===== src/rtl/priority_arbiter_rr_pkg.sv =====
// Shared types and constants for the fixed / round-robin priority arbiter.
// FSM state encoding and the values carried on the mode input.
package priority_arbiter_rr_pkg;

    typedef enum logic {
        StIdle  = 1'b0,
        StGrant = 1'b1
    } arb_state_e;

    localparam logic MODE_FIXED = 1'b0;
    localparam logic MODE_RR    = 1'b1;

endpackage


===== src/rtl/priority_arbiter_rr_pri_enc.sv =====
// Combinational priority encoder: reports the index of the highest set request bit.
// found is low, and idx is zero, when no bit is set.
module pri_enc_n
    import priority_arbiter_rr_pkg::*;
#(
    parameter int unsigned N = 8,
    localparam int unsigned W = (N > 1) ? $clog2(N) : 1
) (
    input  logic [N-1:0] req,
    output logic [W-1:0] idx,
    output logic         found
);

    // Later (higher) indices overwrite earlier ones, so the highest set bit wins.
    always_comb begin
        idx   = '0;
        found = 1'b0;
        for (int i = 0; i < N; i++) begin
            if (req[i]) begin
                idx   = W'(i);
                found = 1'b1;
            end
        end
    end

endmodule


===== src/rtl/priority_arbiter_rr.sv =====
// N-way arbiter with selectable fixed (highest index wins) or round-robin priority.
// Two-state FSM; every output is registered and a grant is held until ack or abandon.
module priority_arbiter_rr
    import priority_arbiter_rr_pkg::*;
#(
    parameter int unsigned N          = 8,
    parameter int unsigned W          = $clog2(N),
    parameter bit          RR_DEFAULT = 1'b0
) (
    input  logic         clk,
    input  logic         rst,
    input  logic [N-1:0] req,
    input  logic         mode,
    input  logic         ack,
    output logic [N-1:0] gnt,
    output logic [W-1:0] gnt_idx,
    output logic         v
);

    localparam logic [W-1:0] LastIdx = W'(N - 1);

    arb_state_e   state_q, state_d;
    logic [N-1:0] gnt_q, gnt_d;
    logic [W-1:0] idx_q, idx_d;
    logic [W-1:0] ptr_q, ptr_d;
    logic         v_q, v_d;
    logic         mode_q, mode_d;

    logic [N-1:0] hi_mask;
    logic [N-1:0] req_hi;
    logic [N-1:0] req_hi_rev;
    logic [N-1:0] req_rev;
    logic [W-1:0] fix_idx;
    logic [W-1:0] hi_idx_rev;
    logic [W-1:0] all_idx_rev;
    logic         fix_found;
    logic         hi_found;
    logic         all_found;
    logic [W-1:0] rr_idx;
    logic [W-1:0] win_idx;
    logic [W-1:0] next_ptr;
    logic         mode_eff;

    // Bit-reversal turns the highest-wins encoder into a lowest-wins search.
    always_comb begin
        hi_mask    = '0;
        req_hi_rev = '0;
        req_rev    = '0;
        for (int i = 0; i < N; i++) begin
            hi_mask[i] = (W'(i) >= ptr_q);
        end
        req_hi = req & hi_mask;
        for (int i = 0; i < N; i++) begin
            req_hi_rev[i] = req_hi[N-1-i];
            req_rev[i]    = req[N-1-i];
        end
    end

    pri_enc_n #(.N(N)) u_enc_fixed (
        .req   (req),
        .idx   (fix_idx),
        .found (fix_found)
    );

    pri_enc_n #(.N(N)) u_enc_rr_hi (
        .req   (req_hi_rev),
        .idx   (hi_idx_rev),
        .found (hi_found)
    );

    pri_enc_n #(.N(N)) u_enc_rr_wrap (
        .req   (req_rev),
        .idx   (all_idx_rev),
        .found (all_found)
    );

    // Decisions happen only in IDLE, where the live mode input is what counts.
    assign mode_eff = (state_q == StIdle) ? mode : mode_q;

    always_comb begin
        rr_idx = '0;
        if (hi_found) begin
            rr_idx = LastIdx - hi_idx_rev;
        end else if (all_found) begin
            rr_idx = LastIdx - all_idx_rev;
        end
        win_idx  = (mode_eff == MODE_RR) ? rr_idx : fix_idx;
        next_ptr = (win_idx == LastIdx) ? '0 : win_idx + W'(1);
    end

    always_comb begin
        state_d = state_q;
        gnt_d   = gnt_q;
        idx_d   = idx_q;
        ptr_d   = ptr_q;
        v_d     = v_q;
        mode_d  = mode_q;
        unique case (state_q)
            StIdle: begin
                mode_d = mode;
                if (fix_found) begin
                    state_d = StGrant;
                    gnt_d   = N'(1) << win_idx;
                    idx_d   = win_idx;
                    v_d     = 1'b1;
                    ptr_d   = next_ptr;
                end else begin
                    gnt_d = '0;
                    idx_d = '0;
                    v_d   = 1'b0;
                end
            end
            StGrant: begin
                // Release on ack or when the holder withdraws its request.
                if (ack || !req[idx_q]) begin
                    state_d = StIdle;
                    gnt_d   = '0;
                    idx_d   = '0;
                    v_d     = 1'b0;
                end
            end
            default: begin
                state_d = StIdle;
                gnt_d   = '0;
                idx_d   = '0;
                v_d     = 1'b0;
            end
        endcase
    end

    always_ff @(posedge clk) begin
        if (rst) begin
            state_q <= StIdle;
            gnt_q   <= '0;
            idx_q   <= '0;
            ptr_q   <= '0;
            v_q     <= 1'b0;
            mode_q  <= RR_DEFAULT;
        end else begin
            state_q <= state_d;
            gnt_q   <= gnt_d;
            idx_q   <= idx_d;
            ptr_q   <= ptr_d;
            v_q     <= v_d;
            mode_q  <= mode_d;
        end
    end

    assign gnt     = gnt_q;
    assign gnt_idx = idx_q;
    assign v       = v_q;

endmodule


===== config.mk =====
export PLATFORM = sky130hd
export DESIGN_NAME = priority_arbiter_rr
export DESIGN_NICKNAME = d
export VERILOG_FILES = /design/src/rtl/priority_arbiter_rr_pkg.sv /design/src/rtl/priority_arbiter_rr_pri_enc.sv /design/src/rtl/priority_arbiter_rr.sv
export SDC_FILE = /design/constraint.sdc
export NUM_CORES = 1
export LEC_CHECK = 0
export BUFFER_PORTS_ARGS = -buffer_cell sky130_fd_sc_hd__buf_2
export CAP_MARGIN = 20
export CORE_ASPECT_RATIO = 1.1
export CORE_MARGIN = 2
export CORE_UTILIZATION = 55
export DETAILED_ROUTE_END_ITERATION = 10
export PLACE_DENSITY = 0.89
export SYNTH_ARGS = -nofsm -noshare
export SYNTH_HDL_FRONTEND = slang
export SYNTH_SLANG_ARGS = --single-unit
export TNS_END_PERCENT = 10

===== constraint.sdc =====
create_clock -name clk -period 4.6 [get_ports clk]
set_clock_uncertainty 0.05 [all_clocks]
set_input_delay 0.23 -clock clk [delete_from_list [all_inputs] [get_ports clk]]
set_output_delay 0.23 -clock clk [all_outputs]
set_load 0.01 [all_outputs]

-- After elaboration in Yosys (flattened, before gate mapping)
Index checks and enable logic that the tools add are counted.
- register bits: 17
- input bits: 12
- output and inout bits: 12
- word-level logic and storage cells: 89
- add/sub/neg operators: 3
- order comparisons: 9
- eq/ne operators: 2
- shift operators: 1
- multiplexer cells: 63
- bitwise operators: 2
- reduce and logical (&&, ||, !) cells: 3
- operators with widths (cell ; number):
    3-bit two-way mux ; 18
    1-bit two-way mux ; 32
    8-bit two-way mux ; 2
    8-bit case mux with 2 select lines ; 1
    3-bit >= comparator (first input constant) ; 4
    2-bit two-way mux ; 6
    8-bit AND ; 1
    1-bit by 3-bit left shift with 8-bit output (first input constant) ; 1
    1-bit by 3-bit >= comparator with 1-bit output (first input constant) ; 2
    2-bit by 3-bit >= comparator with 1-bit output (first input constant) ; 2
    3-bit case mux with 2 select lines ; 1
    3-bit subtractor (first input constant) ; 2
    3-bit by 4-bit < comparator with 1-bit output (second input constant) ; 1
    1-bit case mux with 2 select lines ; 2
    3-bit by 1-bit adder with 3-bit output (second input constant) ; 1
    1-bit binary-select mux with 3-bit select ; 1
    3-bit equality test (second input constant) ; 1
    2-bit by 1-bit inequality test with 1-bit output (second input constant) ; 1
    2-bit AND reduction ; 1
    1-bit zero test ; 1
    1-bit logical OR ; 1
    1-bit inverter ; 1

-- Longest topological paths before layout
Gate-level depths: netlist of the first run.
- depth after elaboration: 15
- depth in mapped cells: 13

-- By module
A second synthesis of the first run with hierarchy kept.
- cell total of the unflattened synthesis: 128
- area total of the unflattened synthesis: 1057.3 um^2
- by module, submodules not included (module ; times used ; cells an instance ; area an instance (um^2) ; seq. area each (um^2)):
    priority_arbiter_rr ; 1 ; 92 ; 884.6 ; 340.3
    pri_enc_n ; 3 ; 12 ; 57.6 ; 0.0

-- Worst setup path before layout of the first run
Ideal clock, no wire load.
- path type: register to register
- start point: register ptr_q[2]
- end point: register ptr_q[0]
- library setup time: 124 ps
- arrival: 2055 ps
- required time: 4426 ps
- path slack: 2371 ps
- stages on the path, launching flop included: 14
- buffers on the path: 1
- period minus slack after synthesis: 2229 ps
- cell sequence: dfxtp_1 > buf_6 > nand3_2 > a221oi_2 > and3_1 > a31oi_1 > o21ai_2 > and2_1 > ha_1 > ha_1 > nor2_1 > nand2_1 > o32a_1 > o21ai_0
- longest elaborated chain between the ends: 14
- ends and longest elaborated chain (what ; line ; RTL):
    start, declared ; priority_arbiter_rr.sv:25 ; logic [W-1:0] ptr_q, ptr_d;
    start signal, assigned ; priority_arbiter_rr.sv:143 ; ptr_q <= ptr_d;
    3-bit >= comparator ; priority_arbiter_rr.sv:50 ; hi_mask[i] = (W'(i) >= ptr_q);
    8-bit AND * ; priority_arbiter_rr.sv:52 ; req_hi = req & hi_mask;
    1-bit two-way mux ; priority_arbiter_rr_pri_enc.sv:19 ; if (req[i]) begin
    2-bit two-way mux or 1-bit two-way mux (tied branches) (2 in series) ; priority_arbiter_rr_pri_enc.sv:19 ;
    3-bit two-way mux or 1-bit two-way mux (tied branches) (4 in series) ; priority_arbiter_rr_pri_enc.sv:19 ;
    3-bit subtractor or 1-bit two-way mux (tied branches) ; priority_arbiter_rr.sv:83, priority_arbiter_rr_pri_enc.sv:19 ;
    3-bit two-way mux * ; priority_arbiter_rr.sv:82 ; if (hi_found) begin
    3-bit two-way mux * ; priority_arbiter_rr.sv:87 ; win_idx = (mode_eff == MODE_RR) ? rr_idx : fix_idx;
    3-bit by 1-bit adder with 3-bit output or 3-bit equality test (tied branches) ; priority_arbiter_rr.sv:88 ; next_ptr = (win_idx == LastIdx) ? '0 : win_idx + W'(1);
    3-bit two-way mux * ; priority_arbiter_rr.sv:88 ;
Every way passes the cells marked *; elsewhere a longest branch is shown, timed or not.
A chain may end at the register's enable or synchronous reset.

-- Final worst setup path of the first run
- start point: register ptr_q[1]
- end point: register ptr_q[0]
Same word-level chain as after synthesis.

==> results of run 1 <==
final timing paths:
path	start	slack, ns	endpoint	cells past startpoint
min reg2reg	v$_SDFFE_PP0P_	0.44	v$_SDFFE_PP0P_	2
max	ptr_q[1]$_SDFFE_PP0P_	2.03	ptr_q[0]$_SDFFE_PP0P_	12
min	ack	0.18	gnt_idx[2]$_SDFFE_PP0P_	3
max reg2reg	ptr_q[1]$_SDFFE_PP0P_	2.03	ptr_q[0]$_SDFFE_PP0P_	12
metal layers:
layer  track usage [%]  part of all wire (%)
met4             8.108                   1.6
met1             32.04                    46
met2             36.71                    48
met5                 0                     0
met3             2.083                   4.1
worst min-delay path: cells and delay by family:
kind / cells / cell delay (ns)
AND/OR/NAND/NOR: 1 / 0.11
buffers and inverters: 1 / 0.09
AO/OA/AOI/OAI: 1 / 0.06
through the flow:
step	hold WS [ns]	setup WS [ns]
final	0.1769	2.026
after global routing	0.1977	1.809
after CTS	0.1840	2.050
after detailed placement	0.4225	2.065
after global placement	0.4148	2.187
after floorplan	0.3709	2.371
logic make-up after synthesis:
logic type / count (synthesis) / synth area share (%)
mux: 7 / 8.695
flops: 17 / 29.57
fa+ha+maj: 6 / 6.522
buf+inv: 16 / 7.499
compound gates: 38 / 27.61
simple gates: 46 / 20.11
report_power, final:
| part | total (mW) | internal [mW] | switching, mW | leakage [nW] |
|---|---|---|---|---|
| Clock | 0.0830 | 0.0339 | 0.0492 | 0.0150 |
| Sequential | 0.182 | 0.162 | 0.0201 | 0.140 |
| Combinational | 0.140 | 0.0613 | 0.0784 | 0.412 |
area by class of cell:
type / count / area (sq um)
well taps: 28 / 35.03
clock buffers: 4 / 26.28
flip-flops and latches: 17 / 340.3
inverters: 10 / 37.54
fillers: 192 / 720.7
multi-input cells: 97 / 724.4
repair buffers: 23 / 115.1
sequential cells by signal, summed over array words and instances, names as in the netlist:
name     count
state_q      1
v            1
gnt          8
gnt_idx      3
ptr_q        3
mode_q       1
cells in the final DEF, fill, tap and decap left out, types with 2 or more instances in the layout:
| master | n |
|---|---|
| sky130_fd_sc_hd__a32oi_1 | 6 |
| sky130_fd_sc_hd__buf_2 | 23 |
| sky130_fd_sc_hd__nand3b_1 | 2 |
| sky130_fd_sc_hd__nand3_1 | 2 |
| sky130_fd_sc_hd__o21ai_2 | 2 |
| sky130_fd_sc_hd__inv_1 | 9 |
| sky130_fd_sc_hd__o21ai_0 | 3 |
| sky130_fd_sc_hd__dfxtp_1 | 17 |
| sky130_fd_sc_hd__mux4_2 | 2 |
| sky130_fd_sc_hd__nor2_1 | 21 |
| sky130_fd_sc_hd__a21oi_1 | 7 |
| sky130_fd_sc_hd__mux2i_1 | 3 |
| sky130_fd_sc_hd__a31oi_1 | 2 |
| sky130_fd_sc_hd__and3_1 | 2 |
| sky130_fd_sc_hd__clkbuf_4 | 3 |
| sky130_fd_sc_hd__nand2b_1 | 3 |
| sky130_fd_sc_hd__nand2_1 | 8 |
| sky130_fd_sc_hd__ha_1 | 6 |
| sky130_fd_sc_hd__a22oi_1 | 3 |
cell usage after synthesis (3+ instances only):
master / instances
sky130_fd_sc_hd__o21ai_0: 3
sky130_fd_sc_hd__a32oi_1: 6
sky130_fd_sc_hd__a22oi_1: 3
sky130_fd_sc_hd__nand2_1: 8
sky130_fd_sc_hd__a21oi_1: 7
sky130_fd_sc_hd__mux2i_1: 3
sky130_fd_sc_hd__inv_1: 9
sky130_fd_sc_hd__buf_6: 3
sky130_fd_sc_hd__nor2_1: 21
sky130_fd_sc_hd__ha_1: 6
sky130_fd_sc_hd__nand2b_1: 3
sky130_fd_sc_hd__dfxtp_1: 17
==> flow_summary.json, run 1 <==
{
  "status": "finished, final reports clean",
  "synthDominantCellAreaShare_pct": 29.57,
  "wl_per_cell_microns": 14.04,
  "tritoncts": "built",
  "worstPathMaxFanout": 9,
  "critPathCaptureType": "register",
  "layout-drive-gt1-share_pct": 27.15,
  "synth_area_leaders": "sky130_fd_sc_hd__dfxtp_1 30%, sky130_fd_sc_hd__nor2_1 6.8%, sky130_fd_sc_hd__ha_1 6.5%",
  "final-instance-count-excl-fill": 179,
  "worst_setup_hold_path_clk_slew_ns": 0.10,
  "total_power_mw": 0.4048,
  "yosysTopAreaCell": "sky130_fd_sc_hd__dfxtp_1",
  "num_io_pins": 24,
  "global_route.overflow_total": 0,
  "globalRouteTotalUtil_pct": 23.11,
  "design.core.area_sq_um": 1999,
  "antenna_found_initial": 0,
  "setup.worst_path.class": "register to register",
  "synth_async_sr_flop_share_pct": 0,
  "worstMarginPinSlew_ns": 0.7378,
  "cts-root-to-sink-buffers": 2,
  "rows": 17,
  "maxClockFrequency_mhz": 388.5,
  "cts_resized": 0,
  "worst_path_largest_cell_delay_ns": 0.52,
  "standard_cell_area_after_detailed_placement_sq_um": 1252,
  "detail-route-antenna-nets": 0,
  "synth_cell_type_count": 47,
  "drt-total-wl_microns": 2514,
  "yosysWarningCount": 0,
  "placed_cells": 175,
  "startpoint_type_of_the_worst_setup_path": "register",
  "slew_headroom_pct": 50.81,
  "post_cts_buffers": 0,
  "drv.max_cap_violation_count": 0,
  "yosysSeqAreaShare_pct": 29.57,
  "final_net_count": 170,
  "hold_path.class": "input port to register",
  "cpMostUsedCell": "sky130_fd_sc_hd__ha_1",
  "finalSetupViolCount": 0,
  "rsz0062_at_grt": "no",
  "cts_max_level": 1,
  "synthCells": 130,
  "dr_total_vias": 1044,
  "ys_ff_latch": 17,
  "area.growth.synth_to_final_pct": 11.09,
  "worstPathBufferInverterCount": 0,
  "required_ns": 4.74,
  "critPathTopFamily": "compound AO/OA/AOI/OAI gates",
  "post_synth_instance_area_sq_um": 1151,
  "clock_sink_count": 17,
  "initial_util_pct": 57.57,
  "die_h_microns": 51.98,
  "firstDrtPassIters": 6,
  "dominantRegCellSynth": "sky130_fd_sc_hd__dfxtp_1",
  "tritoncts.num_buffers": 3,
  "timing_max_transition_violations_final": 0,
  "grt_pass1_vias": 944,
  "period_needed_ns": 2.574,
  "largest_net_degree_at_the_start_of_global_routing": 19,
  "violation_count_after_the_first_detailed_route_iteration": 23,
  "peak_supply_drop_mv": 0.2258,
  "place.port_buffers": 23,
  "post-dp-hpwl_microns": 1872,
  "die_area_sq_um": 2475,
  "final_cell_area_sq_um": 1279,
  "clk_latency_ns": 0.30,
  "path_cells": "nand3_2 -> a221oi_2 -> and3_1 -> a31oi_1 -> o21ai_2 -> and2_1 -> ha_1 -> ha_1 -> nor2_1 -> nand2_1 -> o32a_1 -> o21ai_0",
  "post_cts_hold_buffer_count": 0,
  "worst_path_max_delay_cell": "sky130_fd_sc_hd__dfxtp_1",
  "totalNegativeSetupSlack_ns": 0,
  "drcViolationCount": 0,
  "grt_first_pass_wirelength_microns": 4153,
  "worst_ep_arrival_time_ns": 2.72,
  "fp.dieW_microns": 47.62,
  "insertedDiodeCount": 0,
  "clk_root_buffer_cell": "sky130_fd_sc_hd__clkbuf_4",
  "via_per_inst": 5.832,
  "finish.utilization_pct": 63.95,
  "total_leakage_power_nw": 0.5664,
  "net_count_synth": 148,
  "globalplace.congestion": 0.9180,
  "final_min_period_over_clock_period_pct": 55.95,
  "final_hold_viol_count": 0,
  "power_density_nw_per_um2": 316.6,
  "number_of_flops_mapped_to_enable_cells_by_yosys": 0,
  "postSynthAreaPerCell_sq_um": 8.855
}
(Power assumes the default switching activity.)
==> inputs of run 2 (changes only) <==
ABC_AREA = 1   (was default)
CORE_UTILIZATION = 48   (was 55)
PLACE_DENSITY = 0.83   (was 0.89)
clock period = 2.3 ns   (was 4.6 ns; I/O delays follow)
==> run 2 against run 1 <==
  * Synthesized cell count up 28%
  * Clock power up 88%
  * Cell count up 23%
  * Count of clock-buffer cells in the layout unchanged
  * Critical endpoint unchanged
  * Largest cell class unchanged
  * Highest routed layer unchanged
==> flow_summary.json, run 2 <==
{
  "status": "finished, final reports clean",
  "final_min_period_over_clock_period_pct": 88.95,
  "number_of_flops_mapped_to_enable_cells_by_yosys": 0,
  "die_area_sq_um": 2747,
  "final_cell_area_sq_um": 1311,
  "clk_root_buffer_cell": "sky130_fd_sc_hd__clkbuf_4",
  "area.growth.synth_to_final_pct": 16.57,
  "design.core.area_sq_um": 2230,
  "slew_headroom_pct": 78.65,
  "worst_ep_arrival_time_ns": 2.19,
  "post_synth_instance_area_sq_um": 1125,
  "violation_count_after_the_first_detailed_route_iteration": 24,
  "drt-met1-wl_microns": 1162,
  "power_switching_share_pct": 36.58,
  "final.fill_count": 212,
  "hold-worst-slack_ns": 0.1065,
  "synth_area_leaders": "sky130_fd_sc_hd__dfxtp_1 30%, sky130_fd_sc_hd__nand2_1 17%, sky130_fd_sc_hd__a21oi_1 7.1%",
  "standard_cell_area_after_detailed_placement_sq_um": 1254,
  "dr_total_vias": 1117,
  "insertedDiodeCount": 0,
  "setup.worst_path.class": "register to register",
  "initial_util_pct": 50.45,
  "tritoncts": "built",
  "cts-root-to-sink-buffers": 2,
  "placed_cells": 216,
  "synthCells": 167,
  "yosysMostFrequentCell": "sky130_fd_sc_hd__nand2_1",
  "reg2regPathDepth": 17,
  "worstPathMaxFanout": 5,
  "total_leakage_power_nw": 0.6552,
  "yosysTopAreaCell": "sky130_fd_sc_hd__dfxtp_1",
  "clk_latency_ns": 0.29,
  "ys_ff_latch": 17,
  "final_net_count": 210,
  "cell_internal_pwr_mw": 0.4958,
  "required_ns": 2.44,
  "drv.max_cap_violation_count": 0,
  "fp.dieW_microns": 50.16,
  "r2r_slack_ns": 0.25,
  "cts_max_level": 1,
  "power_density_nw_per_um2": 596.2,
  "final_hold_viol_count": 0,
  "uppermost_signal_routing_layer_after_detailed_routing": "met4",
  "postSynthAreaPerCell_sq_um": 6.736,
  "worst_setup_hold_path_clk_slew_ns": 0.09,
  "rows": 18,
  "drt-total-wl_microns": 2553,
  "antenna_found_initial": 0,
  "net_count_synth": 185,
  "layout.area.seq_sq_um": 349.1,
  "routed-wl-met3_microns": 100,
  "synth_async_sr_flop_share_pct": 0,
  "tritoncts.num_buffers": 3,
  "wl_per_cell_microns": 11.55,
  "seqPwrFrac_pct": 45.0,
  "leading_cell_types_in_the_layout_fill_and_taps_excluded": "50 x sky130_fd_sc_hd__nand2_1, 23 x sky130_fd_sc_hd__buf_2, 16 x sky130_fd_sc_hd__nor2_1, 16 x sky130_fd_sc_hd__a21oi_1",
  "grt_pass1_vias": 984,
  "largest_register_ff_count": 8,
  "synth_cell_type_count": 26,
  "period_needed_ns": 2.046,
  "grt_first_pass_wirelength_microns": 4105,
  "hold_path.class": "input port to register",
  "peak_supply_drop_mv": 0.4475,
  "setup_slack_at_placement_ns": 0.1519,
  "layout-drive-gt1-share_pct": 28.27,
  "met2_wirelength_microns": 1262,
  "yosysSeqAreaShare_pct": 30.26,
  "post-route-worst-setup-slack_ns": 0.2541,
  "synth_commonest_cells": "50 x sky130_fd_sc_hd__nand2_1, 18 x sky130_fd_sc_hd__nor2_1, 17 x sky130_fd_sc_hd__dfxtp_1, 16 x sky130_fd_sc_hd__a21oi_1, 14 x sky130_fd_sc_hd__inv_1",
  "yosysWarningCount": 0,
  "post_cts_hold_buffer_count": 0,
  "drcViolationCount": 0,
  "clock_sink_count": 17,
  "place.port_buffers": 23,
  "firstDrtPassIters": 4,
  "die_h_microns": 54.77,
  "largest_net_degree_at_the_start_of_global_routing": 17,
  "via_per_inst": 5.054,
  "globalRouteTotalUtil_pct": 19.72,
  "dominantRegCellSynth": "sky130_fd_sc_hd__dfxtp_1",
  "post-dp-hpwl_microns": 2010,
  "hold-path-cell-count": 4,
  "p_sw_mw": 0.2860,
  "detail-route-antenna-nets": 0,
  "power_frac_comb_pct": 35.0,
  "maxClockFrequency_mhz": 488.8,
  "globalplace.congestion": 0.8479,
  "totalNegativeSetupSlack_ns": 0,
  "worstMarginPinSlew_ns": 0.3199,
  "final-instance-count-excl-fill": 221,
  "finalSetupViolCount": 0,
  "startpoint_type_of_the_worst_setup_path": "register",
  "critPathCaptureType": "register",
  "global_route.overflow_total": 0,
  "timing_max_transition_violations_final": 0,
  "synthDominantCellAreaShare_pct": 30.26,
  "final_common_cell": "sky130_fd_sc_hd__nand2_1",
  "power.share.clock_pct": 19.9,
  "multiInputGateArea_sq_um": 708.2,
  "num_io_pins": 24
}
==> run 2: changes by cell type in the layout (fill, tap and decap cells not counted), sizes merged, moves of 3 or more <==
cell / before / now
a32oi: 6 / 0
mux2i: 4 / 0
nand3: 3 / 14
a22oi: 3 / 0
nand2: 8 / 57
nand2b: 3 / 0
inv: 10 / 16
a21oi: 8 / 17
==> run 2: power by group through the flow <==
stage | combinational [mW] | sequential [mW] | clock, mW
6_report | 0.274 | 0.352 | 0.156
5_1_grt | 0.311 | 0.356 | 0.176
4_1_cts | 0.264 | 0.347 | 0.158
3_5_place_dp | 0.261 | 0.354 | 0
3_3_place_gp | 0.254 | 0.352 | 0
2_1_floorplan | 0.193 | 0.354 | 0
==> run 2: critical path, cell delays in order, from the launching register on <==
cell and delay, ns:
sky130_fd_sc_hd__dfxtp_4 0.38, sky130_fd_sc_hd__nand2_1 0.10, sky130_fd_sc_hd__nand2_2 0.10, sky130_fd_sc_hd__nand2_2 0.07, sky130_fd_sc_hd__nor2_4 0.12, sky130_fd_sc_hd__nand2_1 0.06, sky130_fd_sc_hd__nor2_1 0.10, sky130_fd_sc_hd__nor2_1 0.05
sky130_fd_sc_hd__nand2_2 0.07, sky130_fd_sc_hd__nand2_1 0.09, sky130_fd_sc_hd__inv_1 0.10, sky130_fd_sc_hd__ha_2 0.19, sky130_fd_sc_hd__ha_1 0.14, sky130_fd_sc_hd__inv_1 0.04, sky130_fd_sc_hd__nor2_2 0.13, sky130_fd_sc_hd__nor3_2 0.06
sky130_fd_sc_hd__nand2_1 0.07, sky130_fd_sc_hd__inv_1 0.03
==> run 2: routing by layer <==
metal | GRT usage, % | vias to the layer above
li1 | - | 589
met1 | 22.89 | 493
met2 | 36.18 | 31
met3 | 2.732 | 4
met4 | 9.259 | 0
met5 | 0 | -
==> run 2: final cells by class <==
| type | count | area share, % |
|---|---|---|
| Clock buffer | 4 | 2.004 |
| Inverter | 17 | 5.153 |
| Multi-Input combinational cell | 129 | 54.01 |
| Sequential cell | 17 | 26.62 |
| Tap cell | 30 | 2.863 |
| Timing Repair Buffer | 24 | 9.351 |
==> run 2: stage by stage <==
step | power [mW] | util (%)
4_1_cts | 0.7688 | 57.41
3_3_place_gp | 0.6062 | 56.23
2_1_floorplan | 0.5469 | -
5_1_grt | 0.8431 | 58.81
6_report | 0.7818 | 58.81
3_5_place_dp | 0.6156 | 56.23
==> run 2: logic make-up after synthesis <==
family                     count (synthesis)  share of synthesized area (%)
and+or+nand+nor                           94                          39.93
AOI/OAI and AO/OA                         29                          15.24
buffers and inverters                     21                          7.897
DFF                                       17                          30.26
adders and majority gates                  6                          6.674
==> run 2: worst paths after layout <==
kind                    startpoint                     to
max          ptr_q[1]$_SDFFE_PP0P_  ptr_q[0]$_SDFFE_PP0P_
min                            ack     state_q$_SDFF_PP0_
max reg2reg  ptr_q[1]$_SDFFE_PP0P_  ptr_q[0]$_SDFFE_PP0P_
min reg2reg    gnt[5]$_SDFFE_PP0P_    gnt[5]$_SDFFE_PP0P_
==> run 2: repair_timing <==
action	4_1_cts	5_1_grt
setup buffers	0	1
setup endpoints to repair	0	3
gates resized for setup	0	11
==> inputs of run 3 (changes only) <==
PLACE_DENSITY = default   (was 0.83)
PLACE_DENSITY_LB_ADDON = 0.1   (was default)
==> run 3 against run 2 <==
  * Combinational power is 1% lower
  * Die area stayed put
  * Wire length decreased by 2.9%
  * Via count shrank 2.1%
  * Cell count did not move
  * Largest power group unchanged
  * Highest routed layer unchanged
==> flow_summary.json, run 3 (synthesis gave the netlist of run 2 again) <==
{
  "slew_headroom_pct": 78.03,
  "firstDrtPassIters": 4,
  "power_switching_share_pct": 37.10,
  "largest_net_degree_at_the_start_of_global_routing": 17,
  "wl_per_cell_microns": 11.21,
  "leading_cell_types_in_the_layout_fill_and_taps_excluded": "50 x sky130_fd_sc_hd__nand2_1, 23 x sky130_fd_sc_hd__buf_2, 17 x sky130_fd_sc_hd__nor2_1, 16 x sky130_fd_sc_hd__a21oi_1, 14 x sky130_fd_sc_hd__dfxtp_1",
  "dr_total_vias": 1093,
  "drt-total-wl_microns": 2478,
  "drv.max_cap_violation_count": 0,
  "maxClockFrequency_mhz": 482.4,
  "num_io_pins": 24,
  "clock_sink_count": 17,
  "drcViolationCount": 0,
  "hold_path.class": "input port to register",
  "total_leakage_power_nw": 0.6561,
  "worstPathMaxFanout": 5,
  "grt_first_pass_wirelength_microns": 4174,
  "final_min_period_over_clock_period_pct": 90.13,
  "initial_util_pct": 50.45,
  "startpoint_type_of_the_worst_setup_path": "register",
  "power.share.clock_pct": 20.9,
  "power_density_nw_per_um2": 598.6,
  "layout-drive-gt1-share_pct": 28.80,
  "clk_root_buffer_cell": "sky130_fd_sc_hd__clkbuf_4",
  "power_frac_comb_pct": 34.5,
  "post_cts_hold_buffer_count": 0,
  "die_area_sq_um": 2747,
  "rows": 18,
  "global_route.overflow_total": 0,
  "globalRouteTotalUtil_pct": 20.25,
  "violation_count_after_the_first_detailed_route_iteration": 14,
  "globalplace.congestion": 0.8075,
  "final_net_count": 210,
  "final_common_cell": "sky130_fd_sc_hd__nand2_1",
  "design.core.area_sq_um": 2230,
  "largest_register_ff_count": 8,
  "area.growth.synth_to_final_pct": 16.24,
  "finalSetupViolCount": 0,
  "rsz0062_at_grt": "no",
  "via_per_inst": 4.946,
  "p_sw_mw": 0.2903,
  "status": "finished, final reports clean",
  "grt_pass1_vias": 961,
  "seqPwrFrac_pct": 44.7,
  "totalNegativeSetupSlack_ns": 0,
  "final_hold_viol_count": 0,
  "peak_supply_drop_mv": 0.5405,
  "cts_max_level": 1,
  "insertedDiodeCount": 0,
  "setup.worst_path.class": "register to register",
  "period_needed_ns": 2.073,
  "detail-route-antenna-nets": 0,
  "clk_latency_ns": 0.30,
  "antenna_found_initial": 0,
  "tritoncts": "built",
  "cell_internal_pwr_mw": 0.4923,
  "tritoncts.num_buffers": 3,
  "required_ns": 2.46,
  "fp.dieW_microns": 50.16,
  "timing_max_transition_violations_final": 0,
  "place.port_buffers": 23,
  "standard_cell_area_after_detailed_placement_sq_um": 1254,
  "post-dp-hpwl_microns": 1939,
  "worst_ep_arrival_time_ns": 2.24,
  "worst_setup_hold_path_clk_slew_ns": 0.09,
  "critPathCaptureType": "register",
  "final_cell_area_sq_um": 1308,
  "cts-root-to-sink-buffers": 2,
  "worstMarginPinSlew_ns": 0.3295,
  "die_h_microns": 54.77
}
run 3: power by group through the flow:
| stage | clock network [mW] | registers [mW] | logic, mW |
|---|---|---|---|
| 2_1_floorplan | 0 | 0.354 | 0.193 |
| 3_3_place_gp | 0 | 0.352 | 0.258 |
| 4_1_cts | 0.169 | 0.347 | 0.264 |
| 5_1_grt | 0.179 | 0.355 | 0.310 |
| 3_5_place_dp | 0 | 0.354 | 0.262 |
| 6_report | 0.164 | 0.349 | 0.270 |
run 3: final cells by class:
type	count	area, sq um
timing repair buffer	24	122.6
clock buffer	3	22.52
multi-input combinational	129	705.7
sequential	17	349.1
inverter	17	65.06
clock inverter	1	5.005
fill	203	922.1
tap	30	37.54
run 3: worst max-delay path, stage by stage (launching register included):
cell and delay, ns:
sky130_fd_sc_hd__dfxtp_4 0.37, sky130_fd_sc_hd__nor2_1 0.15, sky130_fd_sc_hd__nand2_1 0.10, sky130_fd_sc_hd__nand2_2 0.09, sky130_fd_sc_hd__nor2_4 0.05, sky130_fd_sc_hd__a21boi_0 0.15
sky130_fd_sc_hd__nand2_1 0.08, sky130_fd_sc_hd__nand2_2 0.08, sky130_fd_sc_hd__nand2_1 0.10, sky130_fd_sc_hd__inv_2 0.09, sky130_fd_sc_hd__ha_2 0.18, sky130_fd_sc_hd__ha_1 0.15
sky130_fd_sc_hd__inv_1 0.05, sky130_fd_sc_hd__nor2_2 0.13, sky130_fd_sc_hd__nor3_2 0.06, sky130_fd_sc_hd__nand2_1 0.07, sky130_fd_sc_hd__inv_1 0.03
run 3: through the flow:
stage | instances | power (mW) | util [%] | hold WS (ns) | setup slack (ns)
after floorplan | 167 | 0.5469 | - | 0.2943 | 0.3920
after global placement | 216 | 0.6094 | 56.23 | 0.3980 | 0.2636
after detailed placement | 216 | 0.6158 | 56.23 | 0.4040 | 0.1580
after CTS | 220 | 0.7796 | 57.46 | 0.09145 | 0.1367
after global routing | 221 | 0.8437 | 58.64 | 0.1222 | 0.01391
final | 221 | 0.7826 | 58.64 | 0.08809 | 0.2270
run 3: repair_timing:
item	in CTS	in global routing
setup buffers	0	1
resized for setup	0	9
endpoints found under the setup margin	0	3
run 3: worst paths after layout:
check / slack (ns) / cells after the start / from / endpoint
max: 0.23 / 16 / ptr_q[1]$_SDFFE_PP0P_ / ptr_q[0]$_SDFFE_PP0P_
max reg2reg: 0.23 / 16 / ptr_q[1]$_SDFFE_PP0P_ / ptr_q[0]$_SDFFE_PP0P_
min: 0.09 / 4 / ack / v$_SDFFE_PP0P_
min reg2reg: 0.42 / 2 / gnt[6]$_SDFFE_PP0P_ / gnt[6]$_SDFFE_PP0P_
run 3: layer usage:
layer  GRT usage (%)  routed length (microns)  vias to the layer above
li1                -                        -                      584
met1           24.38                     1122                      483
met2           35.96                     1220                       21
met3           1.639                       74                        5
met4           11.57                       60                        0
met5               0                        0                        -
